**src/rtl/riscv_pkg.sv**
```systemverilog
// rtl/riscv_pkg.sv - shared RV32I opcode, op class and immediate format definitions
package riscv_pkg;

    localparam logic [6:0] OPC_OP     = 7'b0110011;
    localparam logic [6:0] OPC_OPIMM  = 7'b0010011;
    localparam logic [6:0] OPC_LOAD   = 7'b0000011;
    localparam logic [6:0] OPC_STORE  = 7'b0100011;
    localparam logic [6:0] OPC_BRANCH = 7'b1100011;
    localparam logic [6:0] OPC_JAL    = 7'b1101111;
    localparam logic [6:0] OPC_JALR   = 7'b1100111;
    localparam logic [6:0] OPC_LUI    = 7'b0110111;
    localparam logic [6:0] OPC_AUIPC  = 7'b0010111;

    localparam logic [6:0] F7_BASE = 7'b0000000;
    localparam logic [6:0] F7_ALT  = 7'b0100000;

    typedef enum logic [2:0] {
        OP_ALU    = 3'd0,
        OP_LOAD   = 3'd1,
        OP_STORE  = 3'd2,
        OP_BRANCH = 3'd3,
        OP_JAL    = 3'd4,
        OP_JALR   = 3'd5,
        OP_LUI    = 3'd6,
        OP_AUIPC  = 3'd7
    } op_class_e;

    typedef enum logic [2:0] {
        FMT_NONE = 3'd0,
        FMT_I    = 3'd1,
        FMT_S    = 3'd2,
        FMT_B    = 3'd3,
        FMT_U    = 3'd4,
        FMT_J    = 3'd5
    } imm_fmt_e;

    // Decoded fields held in the output slot (pc is kept separately, it follows XLEN)
    typedef struct packed {
        logic [4:0]  rs1;
        logic [4:0]  rs2;
        logic [4:0]  rd;
        logic [31:0] imm;
        logic [2:0]  funct3;
        logic        mod;
        op_class_e   op;
        logic        use_imm;
        logic        rd_we;
        logic        illegal;
    } dec_bundle_t;

    // Immediate format selected purely by the major opcode; unlisted opcodes carry no immediate
    function automatic imm_fmt_e opcode_fmt(input logic [6:0] opc);
        imm_fmt_e fmt;
        case (opc)
            OPC_OPIMM, OPC_LOAD, OPC_JALR: fmt = FMT_I;
            OPC_STORE:                     fmt = FMT_S;
            OPC_BRANCH:                    fmt = FMT_B;
            OPC_LUI, OPC_AUIPC:            fmt = FMT_U;
            OPC_JAL:                       fmt = FMT_J;
            default:                       fmt = FMT_NONE;
        endcase
        return fmt;
    endfunction

endpackage

```
**src/rtl/imm_gen.sv**
```systemverilog
// rtl/imm_gen.sv - RV32I immediate extraction and sign extension by instruction format
module imm_gen
    import riscv_pkg::*;
(
    input  logic [31:0] instr,
    output logic [31:0] imm
);

    // Assemble the immediate for the format implied by the opcode, sign bit is always instr[31]
    always_comb begin
        imm = '0;
        case (opcode_fmt(instr[6:0]))
            FMT_I:   imm = {{20{instr[31]}}, instr[31:20]};
            FMT_S:   imm = {{20{instr[31]}}, instr[31:25], instr[11:7]};
            FMT_B:   imm = {{19{instr[31]}}, instr[31], instr[7], instr[30:25], instr[11:8], 1'b0};
            FMT_U:   imm = {instr[31:12], 12'b0};
            FMT_J:   imm = {{11{instr[31]}}, instr[31], instr[19:12], instr[20], instr[30:21], 1'b0};
            default: imm = '0;
        endcase
    end

endmodule

```
**src/rtl/decode_stage.sv**
```systemverilog
// rtl/decode_stage.sv - RV32I decode stage with a single registered output slot
module decode_stage
    import riscv_pkg::*;
#(
    parameter int              XLEN     = 32,
    parameter logic [XLEN-1:0] RESET_PC = 32'h0000_0000
) (
    input  logic            clk,
    input  logic            rst_n,
    input  logic            flush,
    input  logic            in_valid,
    output logic            in_ready,
    input  logic [31:0]     in_instr,
    input  logic [XLEN-1:0] in_pc,
    output logic            out_valid,
    input  logic            out_ready,
    output logic [XLEN-1:0] out_pc,
    output logic [4:0]      out_rs1,
    output logic [4:0]      out_rs2,
    output logic [4:0]      out_rd,
    output logic [XLEN-1:0] out_imm,
    output logic [2:0]      out_funct3,
    output logic            out_mod,
    output logic [2:0]      out_op,
    output logic            out_use_imm,
    output logic            out_rd_we,
    output logic            out_illegal
);

    logic [6:0]  opcode;
    logic [2:0]  funct3;
    logic [6:0]  funct7;
    logic [31:0] dec_imm;
    op_class_e   dec_op;
    logic        dec_use_imm;
    logic        dec_we_raw;
    logic        dec_mod;
    logic        dec_illegal;
    dec_bundle_t dec_bundle;

    logic            valid_q, valid_d;
    logic [XLEN-1:0] pc_q, pc_d;
    dec_bundle_t     bundle_q, bundle_d;
    logic            load;

    assign opcode = in_instr[6:0];
    assign funct3 = in_instr[14:12];
    assign funct7 = in_instr[31:25];

    imm_gen u_imm_gen (
        .instr (in_instr),
        .imm   (dec_imm)
    );

    // Classify the opcode and flag encodings outside the supported RV32I subset
    always_comb begin
        dec_op      = OP_ALU;
        dec_use_imm = 1'b0;
        dec_we_raw  = 1'b0;
        dec_mod     = 1'b0;
        dec_illegal = 1'b0;
        case (opcode)
            OPC_OP: begin
                dec_we_raw = 1'b1;
                dec_mod    = in_instr[30];
                if (!((funct7 == F7_BASE) ||
                      ((funct7 == F7_ALT) && ((funct3 == 3'b000) || (funct3 == 3'b101)))))
                    dec_illegal = 1'b1;
            end
            OPC_OPIMM: begin
                dec_use_imm = 1'b1;
                dec_we_raw  = 1'b1;
                // Only the shift-right form has an alternate (arithmetic) variant; there is no SUBI
                if (funct3 == 3'b101)
                    dec_mod = in_instr[30];
                if ((funct3 == 3'b001) && (funct7 != F7_BASE))
                    dec_illegal = 1'b1;
                if ((funct3 == 3'b101) && (funct7 != F7_BASE) && (funct7 != F7_ALT))
                    dec_illegal = 1'b1;
            end
            OPC_LOAD: begin
                dec_op      = OP_LOAD;
                dec_use_imm = 1'b1;
                dec_we_raw  = 1'b1;
                if ((funct3 == 3'b011) || (funct3 == 3'b110) || (funct3 == 3'b111))
                    dec_illegal = 1'b1;
            end
            OPC_STORE: begin
                dec_op      = OP_STORE;
                dec_use_imm = 1'b1;
                if (funct3 >= 3'b011)
                    dec_illegal = 1'b1;
            end
            OPC_BRANCH: begin
                dec_op = OP_BRANCH;
                if ((funct3 == 3'b010) || (funct3 == 3'b011))
                    dec_illegal = 1'b1;
            end
            OPC_JAL: begin
                dec_op      = OP_JAL;
                dec_use_imm = 1'b1;
                dec_we_raw  = 1'b1;
            end
            OPC_JALR: begin
                dec_op      = OP_JALR;
                dec_use_imm = 1'b1;
                dec_we_raw  = 1'b1;
                if (funct3 != 3'b000)
                    dec_illegal = 1'b1;
            end
            OPC_LUI: begin
                dec_op      = OP_LUI;
                dec_use_imm = 1'b1;
                dec_we_raw  = 1'b1;
            end
            OPC_AUIPC: begin
                dec_op      = OP_AUIPC;
                dec_use_imm = 1'b1;
                dec_we_raw  = 1'b1;
            end
            default: dec_illegal = 1'b1;
        endcase
        if (in_instr[1:0] != 2'b11)
            dec_illegal = 1'b1;
    end

    // Pack the decoded fields; writes to x0 and from illegal instructions never reach the regfile
    always_comb begin
        dec_bundle         = '0;
        dec_bundle.rs1     = in_instr[19:15];
        dec_bundle.rs2     = in_instr[24:20];
        dec_bundle.rd      = in_instr[11:7];
        dec_bundle.imm     = dec_imm;
        dec_bundle.funct3  = funct3;
        dec_bundle.mod     = dec_mod;
        dec_bundle.op      = dec_op;
        dec_bundle.use_imm = dec_use_imm;
        dec_bundle.rd_we   = dec_we_raw && !dec_illegal && (in_instr[11:7] != 5'd0);
        dec_bundle.illegal = dec_illegal;
    end

    assign in_ready = !valid_q || out_ready;
    assign load     = in_valid && in_ready;

    // Slot update: flush wins over a load, a drained slot keeps its data but drops valid
    always_comb begin
        valid_d  = valid_q;
        pc_d     = pc_q;
        bundle_d = bundle_q;
        if (flush) begin
            valid_d = 1'b0;
        end else if (load) begin
            valid_d  = 1'b1;
            pc_d     = in_pc;
            bundle_d = dec_bundle;
        end else if (out_ready) begin
            valid_d = 1'b0;
        end
    end

    // Output slot register
    always_ff @(posedge clk or negedge rst_n) begin
        if (!rst_n) begin
            valid_q  <= 1'b0;
            pc_q     <= RESET_PC;
            bundle_q <= '0;
        end else begin
            valid_q  <= valid_d;
            pc_q     <= pc_d;
            bundle_q <= bundle_d;
        end
    end

    assign out_valid   = valid_q;
    assign out_pc      = pc_q;
    assign out_rs1     = bundle_q.rs1;
    assign out_rs2     = bundle_q.rs2;
    assign out_rd      = bundle_q.rd;
    assign out_imm     = bundle_q.imm;
    assign out_funct3  = bundle_q.funct3;
    assign out_mod     = bundle_q.mod;
    assign out_op      = bundle_q.op;
    assign out_use_imm = bundle_q.use_imm;
    assign out_rd_we   = bundle_q.rd_we;
    assign out_illegal = bundle_q.illegal;

endmodule

```
**config.mk**
```make
export PLATFORM = sky130hd
export DESIGN_NAME = decode_stage
export DESIGN_NICKNAME = d
export VERILOG_FILES = /design/src/rtl/riscv_pkg.sv /design/src/rtl/imm_gen.sv /design/src/rtl/decode_stage.sv
export SDC_FILE = /design/constraint.sdc
export NUM_CORES = 1
export LEC_CHECK = 0
export BUFFER_PORTS_ARGS = -buffer_cell sky130_fd_sc_hd__buf_2
export CAP_MARGIN = 20
export CELL_PAD_IN_SITES_DETAIL_PLACEMENT = 0
export CELL_PAD_IN_SITES_GLOBAL_PLACEMENT = 1
export CORE_MARGIN = 8
export CORE_UTILIZATION = 35
export DETAILED_ROUTE_END_ITERATION = 8
export GPL_TIMING_DRIVEN = 1
export PLACE_DENSITY_LB_ADDON = 0.1
export SYNTH_ARGS = -nofsm -noshare
export SYNTH_HDL_FRONTEND = slang
export SYNTH_SLANG_ARGS = --single-unit
```
**constraint.sdc**
```tcl
create_clock -name clk -period 2 [get_ports clk]
set_clock_uncertainty 0.05 [all_clocks]
set_input_delay 0.1 -clock clk [delete_from_list [all_inputs] [get_ports clk]]
set_output_delay 0.1 -clock clk [all_outputs]
set_load 0.01 [all_outputs]
```
Word-level counts from Yosys, hierarchy flattened:

Index checks and enable logic that the tools add are counted.

* register bits after elaboration: 90
* output and inout port bits: 91
* word-level logic and storage cells: 83

* magnitude comparators: 1
* equality and inequality tests: 23
* muxes and demuxes: 19
* bitwise operators: 1
* reductions and logical operators: 27

Operators by type and width (count)
* 32-bit one-hot mux with 5 select lines: 1
* 7-bit by 6-bit equality test with 1-bit output (second input constant): 4
* 7-bit equality test (second input constant): 3
* 3-bit one-hot mux with 7 select lines: 1
* 3-bit equality test (second input constant): 5
* 3-bit one-hot mux with 5 select lines: 1
* 7-bit by 5-bit equality test with 1-bit output (second input constant): 2
* 1-bit 2-to-1 mux: 14
* 7-bit OR reduction: 2
* 3-bit by 2-bit equality test with 1-bit output (second input constant): 4
* 7-bit by 2-bit equality test with 1-bit output (second input constant): 1
* 1-bit logical AND: 7
* 7-bit logical NOT: 1
* 7-bit by 6-bit != test with 1-bit output (second input constant): 1
* 1-bit one-hot mux with 7 select lines: 1
* 7-bit nonzero test: 1
* 3-bit by 1-bit equality test with 1-bit output (second input constant): 2
* 1-bit logical OR: 6
* 3-bit nonzero test: 2
* 3-bit OR reduction: 2
* 5-bit nonzero test: 1
* 3-bit by 2-bit greater-or-equal comparator with 1-bit output (second input constant): 1
* 3-bit logical NOT: 1
* 1-bit logical NOT: 2
* other kinds (5): 5

Depth between registers and ports, before layout:

Gate-level depths: netlist (run 1).

* word-level depth: 10
* gate-level depth with buffers: 7

Cells and area by module:

A second synthesis (run 1) with hierarchy kept.

* cell total of the unflattened synthesis: 500
* area, all modules: 4187.8 um^2

Modules (own cells, without submodules)
* decode_stage: instances 1, cells each 424, area each 3697.3 um^2, seq. area each 2252.2 um^2
* imm_gen: instances 1, cells each 76, area each 490.5 um^2, seq. area each 0.0 um^2

Worst setup path before layout (run 1):

Ideal clock, no wire load.

* path kind: reg-to-reg
* start point: register valid_q, in the netlist out_valid
* end point: register bundle_q, in the netlist out_imm[11]
* library setup time: 0.083 ns
* data arrival time: 1.534 ns
* slack: 0.334 ns
* cell stages (with the launch flop): 8
* cell sequence: dfrtp_1 nor2b_1 inv_1 nand3b_1 clkbuf_1 clkbuf_1 nand2_1 o21ai_0

* cells in the longest elaborated chain, start to end: 4

RTL lines
* start, declared: line decode_stage.sv:41 `logic valid_q, valid_d;`
* start signal, assigned: line decode_stage.sv:168 `valid_q <= valid_d;`
* 1-bit logical NOT: line decode_stage.sv:142 `assign in_ready = !valid_q || out_ready;`
* 1-bit logical OR: line decode_stage.sv:142
* net in_ready: line decode_stage.sv:12 `output logic in_ready,`
* 1-bit logical AND: line decode_stage.sv:143 `assign load = in_valid && in_ready;`
* 2-bit AND reduction (no line)
* end signal, assigned: line decode_stage.sv:170 `bundle_q <= bundle_d;`
* end, declared: line decode_stage.sv:43 `dec_bundle_t bundle_q, bundle_d;`

The timed path passes the listed nets, and every way through them passes these cells.
A chain may end at the register's enable or synchronous reset.

Worst setup path after layout (run 1):

* start point: register valid_q, in the netlist out_valid
* end point: register bundle_q, in the netlist out_imm[1]

* cells in the longest elaborated chain, start to end: 4

RTL lines (line)
* 1-bit logical NOT: decode_stage.sv:142
* 1-bit logical OR: decode_stage.sv:142
* 1-bit logical AND: decode_stage.sv:143
* 2-bit AND reduction (no line)

Every way passes these cells.

==> results.md, run 1 <==
Setup path:
- The most critical setup path has its startpoint at out_valid.
- The critical path ends at out_imm[1].
- The critical path capture point type is a register.
- The worst register-to-register path ends at out_imm[1].
- The kind of critical path is register to register.
- The worst setup path is launched from a register.
- STA puts the critical path data arrival time at 1.95 ns.
- The worst register-to-register path begins at out_valid.
- At the worst endpoint, the required time is 2.18 ns.
- The largest driver fanout on the critical path is 25.
- The setup check on the worst reg-to-reg path leaves a slack of 0.24 ns.
- The depth of the worst register-to-register path is 6.

Drt:
- The final layout contains routed wiring with a total length of 13100 um.
- The number of search-and-repair iterations in the first detailed-routing pass is 6.
- In this run the remaining antenna-violating nets after routing total 0.
- The average detailed-routed wire length per instance is 16.4 um.
- The routed layout has 3757 vias.
- The via-per-instance ratio is 4.71.
- The post-detailed-route DRC marker count is 0.
- The starting DRC count in detailed routing is 238.

Synth:
- During synthesis, Yosys emitted a total of 0 warnings.
- The share of the Yosys chip area taken by registers is 0.578.
- The fraction of synthesized cell area in xor and xnor cells is 0.00225.
- Yosys mapped the design onto 47 distinct sky130hd cell types.
- Of the post-synthesis cell area, the part taken by muxes is 0.00257.
- Of the total synthesized cell area, the portion taken by AND, OR, NAND and NOR gates is 0.248.
- The synthesized netlist occupies a cell area of 0.00389 mm^2.
- Yosys mapped a number of flops with a built-in enable equal to 0.
- By count the netlist is led by nand2_1 (190), dfrtp_1 (90), a21oi_1 (25).
- The async set or reset register ratio after synthesis is 1.00.
- dfrtp_1 takes more of the synthesized area than any other cell.
- The mean instance size in the synthesized netlist is 9.02 um^2.
- The proportion of netlist area held by the largest area contributor is 0.578.
- In this run, synthesis produced a sequential element count of 90.
- The library cell with the highest instance count after synthesis is nand2_1.
- The most used flip-flop cell after synthesis is dfrtp_1.
- Counting every net in the synthesized netlist gives 501.
- The cell count after synthesis is 432.
- Sorting the synthesized cells by area gives the leading types as dfrtp_1 (58%), nand2_1 (18%), a21oi_1 (3.2%).
- Of the total synthesized cell area, the portion taken by full adders, half adders and majority gates is 0.
- After synthesis, the largest family of logic cells by area is simple AND/OR/NAND/NOR gates.
- The share of the synthesized area in compound gates (AO/OA/AOI/OAI) is 0.134.

Timing:
- For the pin with the worst max-slew slack, the measured transition is 0.415 ns.
- Across all setup checks in the final design, the least slack found is 0.239 ns.
- The final number of max-transition violations is 0.
- Setup repair after global routing left no endpoint under its margin.
- The time the worst path needs with I/O delays and setup is 1.76 ns.
- The worst hold slack after final layout is 0.0274 ns.
- Static timing analysis puts the maximum clock frequency at 568 MHz.
- The worst slew slack as a fraction of its limit is 0.720.
- The final setup TNS is 0 ns.
- The final-report setup violation count is 0.
- The part of the cycle the worst path needs is 0.881.
- The final-report hold violation count was 0.

Clock tree:
- The worst-skew pair later-pin latency is 0.36 ns.
- After clock tree synthesis, the repair step resized 0 gates.
- The worst-case clock buffer depth is 2.
- The CTS buffer count is 9.
- The number of setup buffers added after CTS is 0.
- Clock-pin slew was measured on the worst setup and hold paths at 0.09 ns.
- The count of clock tree sinks is 90.
- TritonCTS built the clock tree.
- The H-tree level count is 3.
- The root buffer cell chosen for the clock tree is clkbuf_8.

Placed design:
- Port buffering added 159 buffers.
- OpenSTA, run right after detailed placement, puts the worst setup slack at 0.213 ns.
- Summing all placed instances gives a cell area of 0.00490 mm^2.
- The placed instance count is 723.
- The congestion estimate from routability-driven global placement came to 0.855.
- Summed over all nets, the half-perimeter wirelength after detailed placement is 9380 um.

Global routing:
- Entering global routing, the biggest net connects 47 pins.
- The initial antenna violation count is 0.
- Global routing finished with a remaining overflow of 0.
- The via count of the first global-routing pass was 4025.
- The first-pass GRT wire length is 21100 um.
- For this run, the total global-route usage over all layers was measured as 0.181.

Job:
- The number of max-cap violations is 0.

Run status:
- The run finished with clean final reports.

Die:
- The die covers 0.0148 mm^2.
- The I/O pin count is 160.
- The area of the core region is 0.0108 mm^2.
- The number of rows created at floorplan is 38.
- The effective utilization at floorplan is 0.359.
- The floorplan step set the die height to 121 um.
- From left edge to right edge, the die measures 121 um.

Finish:
- The final non-filler cell total is 798.
- Of the cells placed in the final design, the portion with a size suffix greater than 1 is 0.299.
- The total non-filler cell area in the finished layout is 0.00569 mm^2.
- The count of antenna diodes in the layout is 0.
- The area growth from synthesis to layout is 46.2%.
- At the end of the flow the core is filled with cells to 0.525.
- The number of filler cells placed in the layout is 1038.
- The number of nets in the final layout is 722.

Hold path:
- The path category of the worst min-delay check is primary input to register.

Power:
- For this design the ratio of total power to cell area is 727 mW/mm^2.
- The leakage power is 3.00 nW.
- The overall power after layout is 4.14 mW.
- IR analysis of the VDD net gives a maximum drop of 361 uV.
## timing repair
| item | CTS | global route |
|---|---|---|
| hold buffers | 59 | 0 |
| endpoints found under the setup margin | 0 | 0 |
| endpoints found under the hold margin | 127 | 0 |
## routing by layer
layer	wire length [um]	vias up	global-route usage
met1	5750	1763	0.223
met3	971	18	0.0540
li1	-	1865	-
met2	6110	111	0.290
met4	222	0	0.0725
met5	0	-	0
## critical path, cell delays in order (launching register included)
cell and delay [ns]:
dfrtp_1 0.35, nor2b_1 0.27, inv_1 0.09, nand3b_1 0.31, a21o_1 0.13, buf_4 0.27
o21ai_0 0.15
## sequential cells by signal, summed over array words and instances (netlist names)
register and count:
out_imm 32, out_pc 32, out_rd 5, out_rs1 5
out_rs2 5, out_funct3 3, out_op 3, out_illegal 1
out_mod 1, out_rd_we 1, out_use_imm 1, out_valid 1
## where the power goes
part | leakage (nW) | switching, mW | total (mW) | internal [mW]
Sequential | 1.17 | 0.0789 | 2.05 | 1.98
Clock | 0.104 | 0.657 | 1.31 | 0.653
Combinational | 1.73 | 0.433 | 0.778 | 0.345
Total | 3.00 | 1.17 | 4.14 | 2.97
## how the worst min path moves through the flow
stage	from	end	slack, ns	cells past startpoint
floorplan	rst_n	out_funct3[0]	-0.25	0
global placement	rst_n	out_rd_we	0.005	1
detailed placement	rst_n	out_imm[0]	0.009	1
CTS	in_instr[31]	out_imm[31]	0.02	3
global route	in_instr[31]	out_imm[31]	0.03	3
finish	in_instr[31]	out_imm[31]	0.03	3
## layout by cell type (no fill, tap or decap), drive strengths merged, types with 4 or more instances in the layout
master	netlist	layout
a21oi	26	26
a22o	7	7
a22oi	5	5
buf	8	175
clkbuf	16	13
dfrtp	90	90
dlygate4sd3	0	59
inv	4	4
nand2	190	190
nor2	11	11
o21ai	31	31
## cells by family after synthesis
family / after synthesis
compound gates: 85
simple gates: 227
flops: 90
xor+xnor: 1
buf+inv: 28
mux: 1
## cell type report
type	count	area, um^2	share of cell area
inverter	4	15.0	0.00264
timing repair buffer	234	1530	0.269
sequential	90	2250	0.396
clock inverter	3	47.5	0.00835
multi-input combinational	314	1510	0.265
clock buffer	13	159	0.0279
tap	140	175	0.0308
(Power assumes the default switching activity.)
==> run 2, diff against run 1 <==
Settings changed: ABC_AREA set to 1, CORE_UTILIZATION 35 to 34.
Clock period 2 ns to 1.9 ns, I/O delays scaled along.
==> results.md, run 2 <==
Setup path:
- The critical path in this run is classified as register to register.
- The startpoint identified for the worst register-to-register timing path is out_valid.
- The element type at the critical path start is a register.
- The worst register-to-register path has a depth of 7.
- The cell family contributing the most delay on the critical path is buffers and inverters.
- The largest driver fanout on the critical path is 41.
- Data on the critical path is required at its endpoint by 2.13 ns.
- The critical path contains buffers and inverters numbering 2 combined.
- Traced cell by cell, the critical path runs through nand2_2 -> nand2_2 -> nor2_4 -> buf_4 -> buf_4 -> nand2_1 -> nand2_1.
- The slowest library cell on the worst path is buf_4.
- The maximum single-stage delay on the critical path is 0.39 ns.
- The worst path arrival time is 1.93 ns.
- In this run the critical register-to-register path is captured at out_pc[22].
- The critical path capture point type is a register.
- The setup check on the worst reg-to-reg path leaves a slack of 0.20 ns.

Hold path:
- The path with the worst hold slack has its endpoint at out_rd[2].
- The number of cells on the worst hold path is 3.
- The beginning of the worst hold path is in_instr[9].
- In this run the worst hold path is classified as primary input to register.

Global routing:
- In the global route stage, overall resource usage came out at 0.163.
- The largest net degree at the start of global routing is 42.
- After global routing the overflow that remains totals 0.
- The via count of the first global-routing pass is 4111.
- The first global-routing pass estimated 20800 um of wire.
- The initial antenna violation count is 0.

Power:
- The leakage power is 3.26 nW.
- The power density over cell area is 841 mW/mm^2.
- Across the VDD grid, the largest voltage drop is 352 uV.
- The overall power after layout is 4.85 mW.

Finish:
- After filler insertion, the fill cell instance count of the layout stands at 1192.
- Summing all multi-input logic gate instances after layout gives 0.00160 mm^2.
- In the final layout, flip-flops and latches occupy 0.00225 mm^2.
- The total non-filler cell area in the finished layout is 0.00576 mm^2.
- The number of nets in the final layout is 770.
- The library cells used most frequently in the layout, excluding fill and tap cells, are nand2_1 (230), buf_2 (158), dfrtp_1 (90).
- In the final layout, the share of cells above drive strength 1 is 0.290.
- The synthesis-to-finish area growth is 41.7%.
- The final non-filler cell total is 853.
- The count of antenna diodes in the layout is 0.
- Leaving out fill and tap cells, the most frequent cell in the layout is nand2_1.

Drt:
- The average detailed-routed wire length per instance is 15.0 um.
- The count of vias placed by the detailed router is 3980.
- The detailed-routed wire length on met2 is 5960 um.
- Once detail routing completed, the nets flagged for antenna violations numbered 0.
- The detailed router used layers up to and including met4.
- The total length of routed wires is 12800 um.
- The number of search-and-repair iterations in the first detailed-routing pass is 4.
- The post-detailed-route DRC marker count is 0.
- The starting DRC count in detailed routing is 273.
- The length of routed met3 wiring is 909 um.
- The total routed wire length on the met1 layer is 5670 um.
- Dividing the detail-routed via count by the number of cells gives 4.67.

Die:
- The I/O pin count is 160.
- The initialized floorplan defines 40 standard-cell rows.
- The die covers 0.0157 mm^2.
- The effective utilization at floorplan is 0.343.
- The height of the die is 125 um.
- The horizontal die dimension is 125 um.
- The core region is 0.0119 mm^2.

Synth:
- Counting instances in the post-synthesis netlist gives the leading cell types as nand2_1 (230), dfrtp_1 (90), nor2_1 (29).
- After synthesis the netlist holds a flip-flop and latch count of 90.
- The number of nets in the synthesized netlist is 569.
- The mean instance size in the synthesized netlist is 8.14 um^2.
- The sequential cell area fraction in the yosys report is 0.554.
- The synthesized netlist occupies a cell area of 0.00407 mm^2.
- The netlist uses 27 different library cells.
- The share of synthesized area in the top cell type comes to 0.554.
- By instance count, the leading cell after synthesis is nand2_1.
- The warning count from the yosys run is 0.
- Ranked by total cell area, the synthesized netlist is headed by dfrtp_1 (55%), nand2_1 (21%), o21ai_0 (2.7%).
- The async set or reset register ratio after synthesis is 1.00.
- Among all flip-flop cells after synthesis, the most frequent one is dfrtp_1.
- The cell accounting for the most synthesized area is dfrtp_1.
- Counting every instance in the synthesized netlist gives 500.
- Counting flops with a built-in enable in the synthesized netlist gives 0.

Placed design:
- After detailed placement, the total cell area comes to 0.00501 mm^2.
- The placed instance count is 791.
- Timing analysis after detailed placement gives a worst setup slack of 0.189 ns.
- The congestion estimate from routability-driven global placement came to 0.811.
- The sum of net half-perimeters after detailed placement is 9310 um.
- The count of buffers added on input and output ports is 159.

Timing:
- The worst slew slack as a fraction of its limit is 0.633.
- At the pin with the least slew margin, the transition time is 0.548 ns.
- The time the worst path needs with I/O delays and setup is 1.70 ns.
- Setup repair after global routing left no endpoint under its margin.
- The upper clock frequency limit is 589 MHz.
- The final-report hold violation count came to 0.
- Adding up every negative setup slack in the final design gives 0 ns.
- Of the available clock period, the critical path in the final layout requires 0.894.
- The final number of max-transition violations is 0.
- The smallest setup slack after layout is 0.201 ns.
- Setup violations remaining at the end of the flow were counted as 0.

Clock tree:
- The clock-pin slew on the worst setup and hold paths is 0.07 ns.
- The later pin in the worst-skew pair is clocked with a latency of 0.34 ns.
- The tree is rooted in a clkbuf_16.
- TritonCTS created 9 clock buffers.
- No sink is reached through more buffers than the 2 on the longest clock path.
- The post-cts repair resize count is 0.
- The hold buffer count at cts is 46.
- The tree built by TritonCTS fans out to 90 sinks.
- The H-tree generated during clock tree synthesis spans 3 levels.
- The clock tree from TritonCTS is done.
- The post-CTS setup repair buffer count is 0.

Job:
- The tool flagged a number of max-cap violations equal to 0.

Run status:
- The flow ran to the end, and the final reports show no timing, DRC or antenna violations.
==> run 2: cells by family (layout without fill, tap and decap cells) <==
logic type,after synthesis,count (layout),share of synthesized area
AOI/OAI and AO/OA,51,51,0.0668
buffers and inverters,48,254,0.0535
DFF,90,90,0.554
and+or+nand+nor,311,311,0.326
==> run 2: area by class of cell <==
cell class / count / area share
clock buffer: 10 / 0.0397
clock inverter: 6 / 0.0113
inverter: 26 / 0.0174
multi-input combinational: 362 / 0.277
sequential: 90 / 0.391
tap: 147 / 0.0319
timing repair buffer: 212 / 0.232
==> run 2: worst max-delay path by stage <==
stage	startpoint	to	slack, ns	cells after the start
floorplan	out_valid	out_pc[21]	0.49	8
detailed placement	out_valid	out_pc[22]	0.19	7
finish	out_valid	out_pc[22]	0.20	7
CTS	out_valid	out_pc[22]	0.18	7
global route	out_valid	out_pc[26]	0.01	7
global placement	out_valid	out_pc[17]	0.24	7
==> run 2: power by group <==
part / internal (mW) / switching, mW
sequential: 2.11 / 0.106
combinational: 0.363 / 0.487
clock: 1.02 / 0.759
total: 3.49 / 1.35
==> run 2: metal layers <==
metal	vias up	global-route usage
met5	-	0
met4	0	0.0666
met3	19	0.0438
met2	131	0.260
met1	1848	0.205
li1	1982	-
==> run 2: stage by stage <==
step,util,hold WS (ns)
finish,0.486,0.0141
global route,0.486,0.0319
CTS,0.486,0.00878
detailed placement,0.422,0.0402
global placement,0.422,0.0367
floorplan,-,-0.251
==> run 2: worst register-to-register path, delay by kind of cell (launching register included) <==
family | cells | cell delay, ns
simple gates | 5 | 0.42
buf+inv | 2 | 0.78
flops | 1 | 0.38
==> run 3, diff against run 2 <==
Settings changed: BUFFER_PORTS_ARGS -buffer_cell sky130_fd_sc_hd__buf_2 to -buffer_cell sky130_fd_sc_hd__buf_4, SKIP_LAST_GASP set to 1.
==> results.md, run 3 (synthesis gave the netlist of run 2 again) <==
Drt:
- After detailed routing, the number of vias per cell comes to 4.71.
- The post-detailed-route DRC marker count is 0.
- In the final routed layout, each cell accounts on average for 15.3 um.
- Summed over all layers, the routed wires come to 13000 um.
- The number of search-and-repair iterations in the first detailed-routing pass is 4.
- Across all layers, the routed design uses 4020 vias.
- The starting DRC count in detailed routing is 265.
- In this run the remaining antenna-violating nets after routing total 0.

Setup path:
- The endpoint required time on the critical path is 2.07 ns.
- The element type at the critical path start is a register.
- The largest driver fanout on the critical path is 32.
- The depth of the worst register-to-register path is 7.
- The worst path arrival time is 1.80 ns.
- In this run the critical register-to-register path is launched from out_valid.
- The critical path capture point type is a register.
- The critical path starts at out_valid.
- The critical path is of the register to register type.

Timing:
- Setup slack on the critical path of the routed design comes to 0.268 ns.
- The part of the cycle the worst path needs is 0.859.
- Setup repair after global routing left no endpoint under its margin.
- The time the worst path needs with I/O delays and setup is 1.63 ns.
- The upper clock frequency limit is 613 MHz.
- The actual transition at the worst max-transition pin is 0.524 ns.
- Hold is met by 0.0155 ns.
- Summed over all failing endpoints, the final setup total negative slack is 0 ns.
- The final-report hold violation count is 0.
- The final number of max-transition violations is 0.
- The final-report setup violation count is 0.
- The worst pin sits at a relative slew slack of 0.650.

Placed design:
- The quantity of I/O buffers inserted on ports is 159.
- Before CTS, the worst setup slack after placement is 0.156 ns.
- The weighted congestion reported at the end of routability-driven placement is 0.803.
- Once detailed placement completed, the half-perimeter wirelength came to 9360 um.
- The placed instance count is 791.

Hold path:
- The path category of the worst min-delay check is primary input to register.
- The number of cells on the worst hold path is 3.
- The worst hold path begins at in_instr[12].

Global routing:
- The initial antenna violation count is 0.
- The first-pass GRT wire length is 21400 um.
- The total overflow reported by the global router is 0.
- The via count of the first global-routing pass is 4176.
- For this run, the total global-route usage over all layers was measured as 0.168.
- The largest net degree at the start of global routing is 39.

Clock tree:
- The count of clock tree sinks is 90.
- After clock tree synthesis, the clock-pin slew on the worst setup and hold paths is 0.06 ns.
- The CTS buffer count is 9.
- The worst-case clock buffer depth is 2.
- Clock tree synthesis selected as its root buffer the cell clkbuf_16.
- For the worst-skew pair, the clock arrives at the later sink with an insertion delay of 0.33 ns.
- The H-tree level count is 3.
- The clock tree from TritonCTS is done.

Finish:
- From synthesis to final layout, the design area changed by 51.5%.
- In the layout the commonest cells are nand2_1 (230), buf_4 (163), dfrtp_1 (90).
- 0 antenna diodes ended up in the layout.
- The most common cell after layout, fill and taps aside is nand2_1.
- The layout cell share with drive strength beyond 1 is 0.289.
- For this run, the post-layout net count is 771.
- Once layout is complete, the cells apart from fillers number 854.
- The utilization after layout is 0.520.

Die:
- The I/O pin count is 160.
- The effective utilization at floorplan is 0.343.
- Measured along the x axis, the die boundary spans 125 um.
- The area of the core region is 0.0119 mm^2.
- The height of the die is 125 um.
- The floorplan step defined a die boundary enclosing 0.0157 mm^2.
- The number of rows created at floorplan is 40.

Power:
- Power spread over the standard cell area amounts to 800 mW/mm^2.
- The peak supply drop is 381 uV.
- The leakage power is 3.35 nW.

Run status:
- The run finished with clean final reports.

Job:
- The tool flagged a number of max-cap violations equal to 0.
run 3: timing repair:
item,in CTS,in global routing
gates resized for setup,0,1
hold endpoints to repair,84,0
setup endpoints to repair,0,2
buffers inserted,0,0
hold buffers,47,0
run 3: critical path, cell delays in order (launching register included):
cell,delay (ns)
dfrtp_1,0.39
nand2_2,0.10
nand2_2,0.07
nor2_4,0.09
clkinv_2,0.29
buf_4,0.37
nand2_1,0.10
nand2_1,0.06
run 3: worst paths after layout:
check / endpoint / slack (ns)
setup / recovery: out_pc[25] / 0.27
hold / removal: out_imm[12] / 0.02
setup reg to reg: out_pc[25] / 0.27
hold reg to reg: out_pc[5] / 0.42
max in group asynchronous: out_imm[17] / 0.96
min in group asynchronous: out_funct3[2] / 0.22
run 3: report_power, final:
part | total (mW) | internal, mW | switching, mW | leakage [nW]
logic | 1.00 | 0.507 | 0.498 | 2.05
registers | 2.22 | 2.11 | 0.111 | 1.17
clock network | 1.71 | 0.963 | 0.744 | 0.132
run 3: stage by stage:
stage,area [um^2],power (mW)
global placement,5410,3.19
CTS,6160,5.00
global route,6160,5.17
finish,6160,4.93
detailed placement,5410,3.20
floorplan,4070,2.61
run 3: per-layer routing:
metal,vias to the layer above,routed length [um],global-route usage
li1,1985,-,-
met1,1891,5590,0.201
met2,133,6310,0.278
met3,11,996,0.0578
met4,0,144,0.0494
met5,-,0,0
run 3: layout make-up:
type / instances / area (um^2)
clock buffer: 13 / 260
multi-input combinational: 362 / 1600
sequential: 90 / 2250
tap: 147 / 184
timing repair buffer: 213 / 1750
fill: 1138 / 5700
clock inverter: 3 / 23.8
inverter: 26 / 100
